### src/rtl/mac_operand_sequencer.sv
// mac_operand_sequencer: burst operand pair generator with Wfull back-pressure and a golden product-average model for the MAC.
module mac_operand_sequencer #(
    parameter logic [7:0] LFSR_TAPS = 8'hB8,
    parameter int         GROUP     = 4
) (
    input  logic       Wclk,
    input  logic       Reset_n,
    input  logic       Start,
    input  logic       Mode,
    input  logic [7:0] Seed,
    input  logic [7:0] BurstLen,
    input  logic       Wfull,
    output logic [3:0] DataIn1,
    output logic [3:0] DataIn2,
    output logic       Wen,
    output logic       Busy,
    output logic       Done,
    output logic [7:0] ExpAvg,
    output logic       ExpValid,
    output logic [8:0] SentCount
);
    localparam int LG = $clog2(GROUP);
    localparam logic [LG-1:0] GLAST = LG'(GROUP - 1);
    typedef enum logic [1:0] {IDLE, SEND, DONE} state_t;
    state_t        state;
    logic [7:0]    pattern;
    logic          mode;
    logic [8:0]    remaining;
    logic [LG-1:0] grp;
    logic [11:0]   sum;
    logic          xfer;
    logic [7:0]    prod;
    logic [7:0]    next_pat;
    logic [11:0]   sum_next;
    assign xfer     = Wen && !Wfull;
    assign prod     = {4'd0, pattern[7:4]} * {4'd0, pattern[3:0]};
    assign sum_next = sum + {4'd0, prod};
    assign next_pat = mode ? {pattern[6:0], ^(pattern & LFSR_TAPS)} : pattern + 8'd1;
    assign DataIn1  = pattern[7:4];
    assign DataIn2  = pattern[3:0];
    always_ff @(posedge Wclk or negedge Reset_n) begin
        if (!Reset_n) begin
            state     <= IDLE;
            pattern   <= 8'd0;
            mode      <= 1'b0;
            remaining <= 9'd0;
            grp       <= '0;
            sum       <= 12'd0;
            Wen       <= 1'b0;
            Busy      <= 1'b0;
            Done      <= 1'b0;
            ExpAvg    <= 8'd0;
            ExpValid  <= 1'b0;
            SentCount <= 9'd0;
        end else begin
            Done     <= 1'b0;
            ExpValid <= 1'b0;
            case (state)
                IDLE: if (Start) begin
                    mode      <= Mode;
                    pattern   <= (Mode && Seed == 8'd0) ? 8'h01 : Seed;
                    remaining <= (BurstLen == 8'd0) ? 9'd256 : {1'b0, BurstLen};
                    SentCount <= 9'd0;
                    grp       <= '0;
                    sum       <= 12'd0;
                    Wen       <= 1'b1;
                    Busy      <= 1'b1;
                    state     <= SEND;
                end
                SEND: if (xfer) begin
                    SentCount <= SentCount + 9'd1;
                    remaining <= remaining - 9'd1;
                    pattern   <= next_pat;
                    // group closes on the same edge that carries its last product
                    if (grp == GLAST) begin
                        ExpAvg   <= 8'(sum_next >> LG);
                        ExpValid <= 1'b1;
                        sum      <= 12'd0;
                        grp      <= '0;
                    end else begin
                        sum <= sum_next;
                        grp <= grp + 1'b1;
                    end
                    if (remaining == 9'd1) begin
                        Wen   <= 1'b0;
                        Busy  <= 1'b0;
                        Done  <= 1'b1;
                        state <= DONE;
                    end
                end
                DONE: state <= IDLE;
                default: state <= IDLE;
            endcase
        end
    end
endmodule

### config.mk
export PLATFORM = sky130hd
export DESIGN_NAME = mac_operand_sequencer
export DESIGN_NICKNAME = d
export VERILOG_FILES = /design/src/rtl/mac_operand_sequencer.sv
export SDC_FILE = /design/constraint.sdc
export NUM_CORES = 1
export LEC_CHECK = 0
export BUFFER_PORTS_ARGS = -buffer_cell sky130_fd_sc_hd__buf_2
export CORE_ASPECT_RATIO = 1.1
export CORE_MARGIN = 10
export CORE_UTILIZATION = 23
export CTS_CLUSTER_SIZE = 10
export DETAILED_ROUTE_END_ITERATION = 10
export SYNTH_ARGS = -nofsm -noshare
export SYNTH_HDL_FRONTEND = slang
export SYNTH_SLANG_ARGS = --single-unit
### constraint.sdc
create_clock -name Wclk -period 3.75 [get_ports Wclk]
set_input_delay 0.5625 -clock Wclk [delete_from_list [all_inputs] [get_ports Wclk]]
set_output_delay 0.5625 -clock Wclk [all_outputs]
set_load 0.02 [all_outputs]
==> summary.md <==
Across the routed clock network, the largest skew measured is 0.0123 ns. Using the TritonRoute via totals, the vias-per-cell ratio works out to 4.90. The number of buffers inserted by port buffering was 49; the final antenna diode count was 0. For this run, the number of Yosys warnings is 0. Compared with the post-synthesis result, the final layout area differs by 19.1%. The post-synthesis net count is 424. The maximum root-to-sink buffer count was 2. The worst path uses 96.2% of the clock period. Walking the worst path, the cells encountered are nand2_1 -> fa_1 -> fa_1 -> fa_1 -> inv_1 -> ha_1 -> a211o_1 -> buf_4 -> a211o_1 -> a31oi_1 -> a31oi_1.

Summed over all cells, the static leakage comes to 1.96 nW. Post-synthesis register bit count: 52. The remaining global-route overflow was 0. Clock tree synthesis found a total of 52 sinks. Along the worst path, the maximum fanout reaches 6. The detail route stage leaves a number of antenna-violating nets equal to 0. The power per cell area was 957 nW/µm²; the die height was 149 µm. Summing every instance area after synthesis gives 3490 µm². The run gives 23.3% as the starting density of the core. The detailed-route wire length per cell was 15.6 µm; the number of standard cells in the final layout excluding fillers was 618. The first global-routing pass estimated 15,700 µm of wire. The tools report the startpoint kind of the worst setup timing path as a flop.

The cell that appears most often on the critical path is sky130_fd_sc_hd__fa_1. The number of placed instances, taps included, is 609. For the pin with the worst max-slew slack, the measured transition is 1.04 ns. The tools report the signal arrival time at the worst endpoint as 3.75 ns. The share of async-settable or async-resettable flops after synthesis was 100%; the maximum achievable frequency was 0.277 GHz.

The global placement routability congestion was 0.868; the floorplan die width was 137 µm. STA puts the critical path data required time at 3.89 ns. The count of final max-slew check failures was 0.

Clock tree synthesis selected as its root buffer the cell sky130_fd_sc_hd__clkbuf_16. The relative slew slack came out at 30.8%. Synthesis instantiated 63 different standard cells from the library.

The run gives 0 as the final hold violation count. Summing all flip-flop and latch instances after layout gives 1300 µm². The largest individual stage delay along the critical path comes from the cell sky130_fd_sc_hd__fa_1. Across every metal layer, demand over resource in global routing totals 9.39%.

TritonCTS built the clock tree. The wire-length estimate of the detail-placed layout is 7230 µm. Across the run, the number of max-cap violations was 0. Setup repair after global routing left no endpoint under its margin. The number of placement rows is 47. In this run switching power makes up 48.1% of total power. Setup violations remaining at the end of the flow were counted as 0.

The core region is 14,900 µm². The largest single stage delay on the critical path is 0.52 ns. The final routed DRC violation total was 0.

After routing, the total negative slack on setup checks comes to 0 ns. Tightest hold margin: 0.332 ns. The critical path in this run is classified as reg2reg. Counting the fill cells in the layout gives 1,588. In this run, the clock network consumes 11.9% of the power.

The run gives 2.06 mW as the internal power of the cells. After detailed routing, the total wire length is 9630 µm. The logs give 2 for the number of levels in the clock H-tree and 370 for the number of cells produced by synthesis. The clock transition at the registers of the reported paths is 0.08 ns, and the average cell area after synthesis is 9.42 µm². Of the total power, combinational logic draws 63.2%.

Yosys mapped a number of flops with a built-in enable equal to 0. STA classifies the critical path endpoint as a flop. The routed layout has 3,031 vias.

For this design the top-level I/O count stands at 50. The run finished with clean final reports. The worst min-delay path category was in2async.

The prevailing post-synth register cell is sky130_fd_sc_hd__dfrtp_1. Clock tree synthesis inserted a total of 5 buffers. The area of combinational cells with multiple inputs was 2000 µm².

VDD sags by at most 0.430 mV. For this block, the initial DRC count from the detailed router was 183. The logs give 20,500 µm² for the die outline area and 0.30 ns for the clock latency reported for the late side of the worst-skew pair. The number of antenna violations at the first check in global routing is 0, and the fraction of layout cells with a size suffix above 1 is 21.6%. The tools report the switching component of the power as 1.91 mW.

Sequential cells account for 25.0% of the total power. The count of nets after finishing was 475; the number of global-route vias before repair was 3,083. The clock period could shrink to 3.61 ns. Sequential cells were found to cover 37.3% of the synthesized design area. The largest net degree at the start of global routing came out at 31.

Detailed-routing iteration count for the pre-antenna-repair pass: 4.
worst max-delay path, delay by kind of cell (launching register included):
family	cells	cell delay (ns)
compound gates	4	0.85
simple gates	1	0.09
flops	1	0.39
fa+ha+maj	4	1.92
buf+inv	2	0.19
layer usage:
| layer | up-vias | GRT usage (%) | routed length (µm) |
|---|---|---|---|
| li1 | 1433 | - | - |
| met1 | 1500 | 12.3 | 4350 |
| met2 | 87 | 14.7 | 4460 |
| met3 | 11 | 2.93 | 713 |
| met4 | 0 | 2.32 | 104 |
| met5 | - | 0 | 0 |
timing repair:
action | 4_1_cts | 5_1_grt
resized for setup | 0 | 2
setup buffers | 0 | 1
hold buffers | 0 | 0
setup endpoints to repair | 0 | 3
cells in the mapped netlist (6+ instances only):
cell	n	area, µm²
sky130_fd_sc_hd__a22o_1	8	70.1
sky130_fd_sc_hd__fa_1	9	180
sky130_fd_sc_hd__o21ai_0	20	100
sky130_fd_sc_hd__a21oi_1	21	105
sky130_fd_sc_hd__dfrtp_1	52	1300
sky130_fd_sc_hd__clkbuf_1	14	52.6
sky130_fd_sc_hd__inv_1	28	105
sky130_fd_sc_hd__xnor2_1	8	70.1
sky130_fd_sc_hd__and2_1	12	75.1
sky130_fd_sc_hd__nor3_1	6	30.0
sky130_fd_sc_hd__nor2_1	18	67.6
sky130_fd_sc_hd__mux2_2	6	67.6
sky130_fd_sc_hd__nand3_1	12	60.1
sky130_fd_sc_hd__a211oi_1	10	75.1
sky130_fd_sc_hd__nand2_1	30	113
sky130_fd_sc_hd__ha_1	24	300
logic make-up (layout without fill, tap and decap cells):
kind of cell | after synthesis | count (layout) | share of synthesized area, %
flops | 52 | 52 | 37.3
compound gates | 105 | 105 | 20.7
mux | 8 | 8 | 2.51
xor+xnor | 10 | 10 | 2.51
simple gates | 113 | 113 | 17.4
fa+ha+maj | 33 | 33 | 13.8
buf+inv | 49 | 101 | 5.78
cells in the final DEF, fill, tap and decap left out, types with 4 or more instances in the layout:
cell type,instances
sky130_fd_sc_hd__o21ai_0,20
sky130_fd_sc_hd__nor3_1,6
sky130_fd_sc_hd__o21a_1,4
sky130_fd_sc_hd__o211ai_1,5
sky130_fd_sc_hd__fa_1,9
sky130_fd_sc_hd__buf_4,15
sky130_fd_sc_hd__o22ai_1,4
sky130_fd_sc_hd__nand3_1,12
sky130_fd_sc_hd__a211o_1,4
sky130_fd_sc_hd__a21o_1,4
sky130_fd_sc_hd__a22o_1,8
sky130_fd_sc_hd__nor4_1,5
sky130_fd_sc_hd__mux2_2,6
sky130_fd_sc_hd__buf_2,49
sky130_fd_sc_hd__nor2_1,18
sky130_fd_sc_hd__and2_1,12
sky130_fd_sc_hd__o31ai_1,5
sky130_fd_sc_hd__clkbuf_16,5
sky130_fd_sc_hd__a211oi_1,9
sky130_fd_sc_hd__ha_1,24
sky130_fd_sc_hd__xnor2_1,8
sky130_fd_sc_hd__a21oi_1,21
sky130_fd_sc_hd__inv_1,28
sky130_fd_sc_hd__nand2_1,30
sky130_fd_sc_hd__dfrtp_1,52
stage by stage:
step	utilization, %	setup WS (ns)	power, mW	instance area (µm²)
2_1_floorplan	-	0.00413	2.77	3490
3_3_place_gp	26.7	0.145	3.42	3990
3_5_place_dp	26.7	0.143	3.47	3990
4_1_cts	27.7	0.103	3.96	4140
5_1_grt	27.8	0.00295	4.38	4150
6_report	27.8	0.142	3.98	4150
state kept, by name (all words and copies together) (netlist names):
register,count
mode,1
remaining,9
ExpAvg,8
state,2
pattern,8
grp,2
Done,1
Busy,1
ExpValid,1
sum,10
SentCount,9
path summary, 6_finish.rpt:
kind,to,from,cells after the start,slack (ns)
setup / recovery,sum[9],pattern[1],11,0.14
hold / removal,SentCount[4],Reset_n,1,0.33
setup reg to reg,sum[9],pattern[1],11,0.14
hold reg to reg,grp[0],grp[0],1,0.49
max in group asynchronous,sum[0],Reset_n,2,2.61
min in group Wclk,grp[0],grp[0],1,0.49
area by class of cell:
type                       count  area share, %
multi-input combinational    269           48.0
sequential                    52           31.3
timing repair buffer          64           8.61
tap                          196           5.90
clock buffer                   6           3.10
inverter                      29           2.62
clock inverter                 2          0.392
power groups by stage:
stage	Combinational, mW	Sequential [mW]	Clock [mW]
after floorplan	1.68	1.09	0
after global placement	2.42	0.993	0
after detailed placement	2.47	0.998	0
after CTS	2.49	0.990	0.481
after global routing	2.85	1.02	0.506
final	2.51	0.993	0.471
No activity file was read; power rests on OpenSTA's default activity.
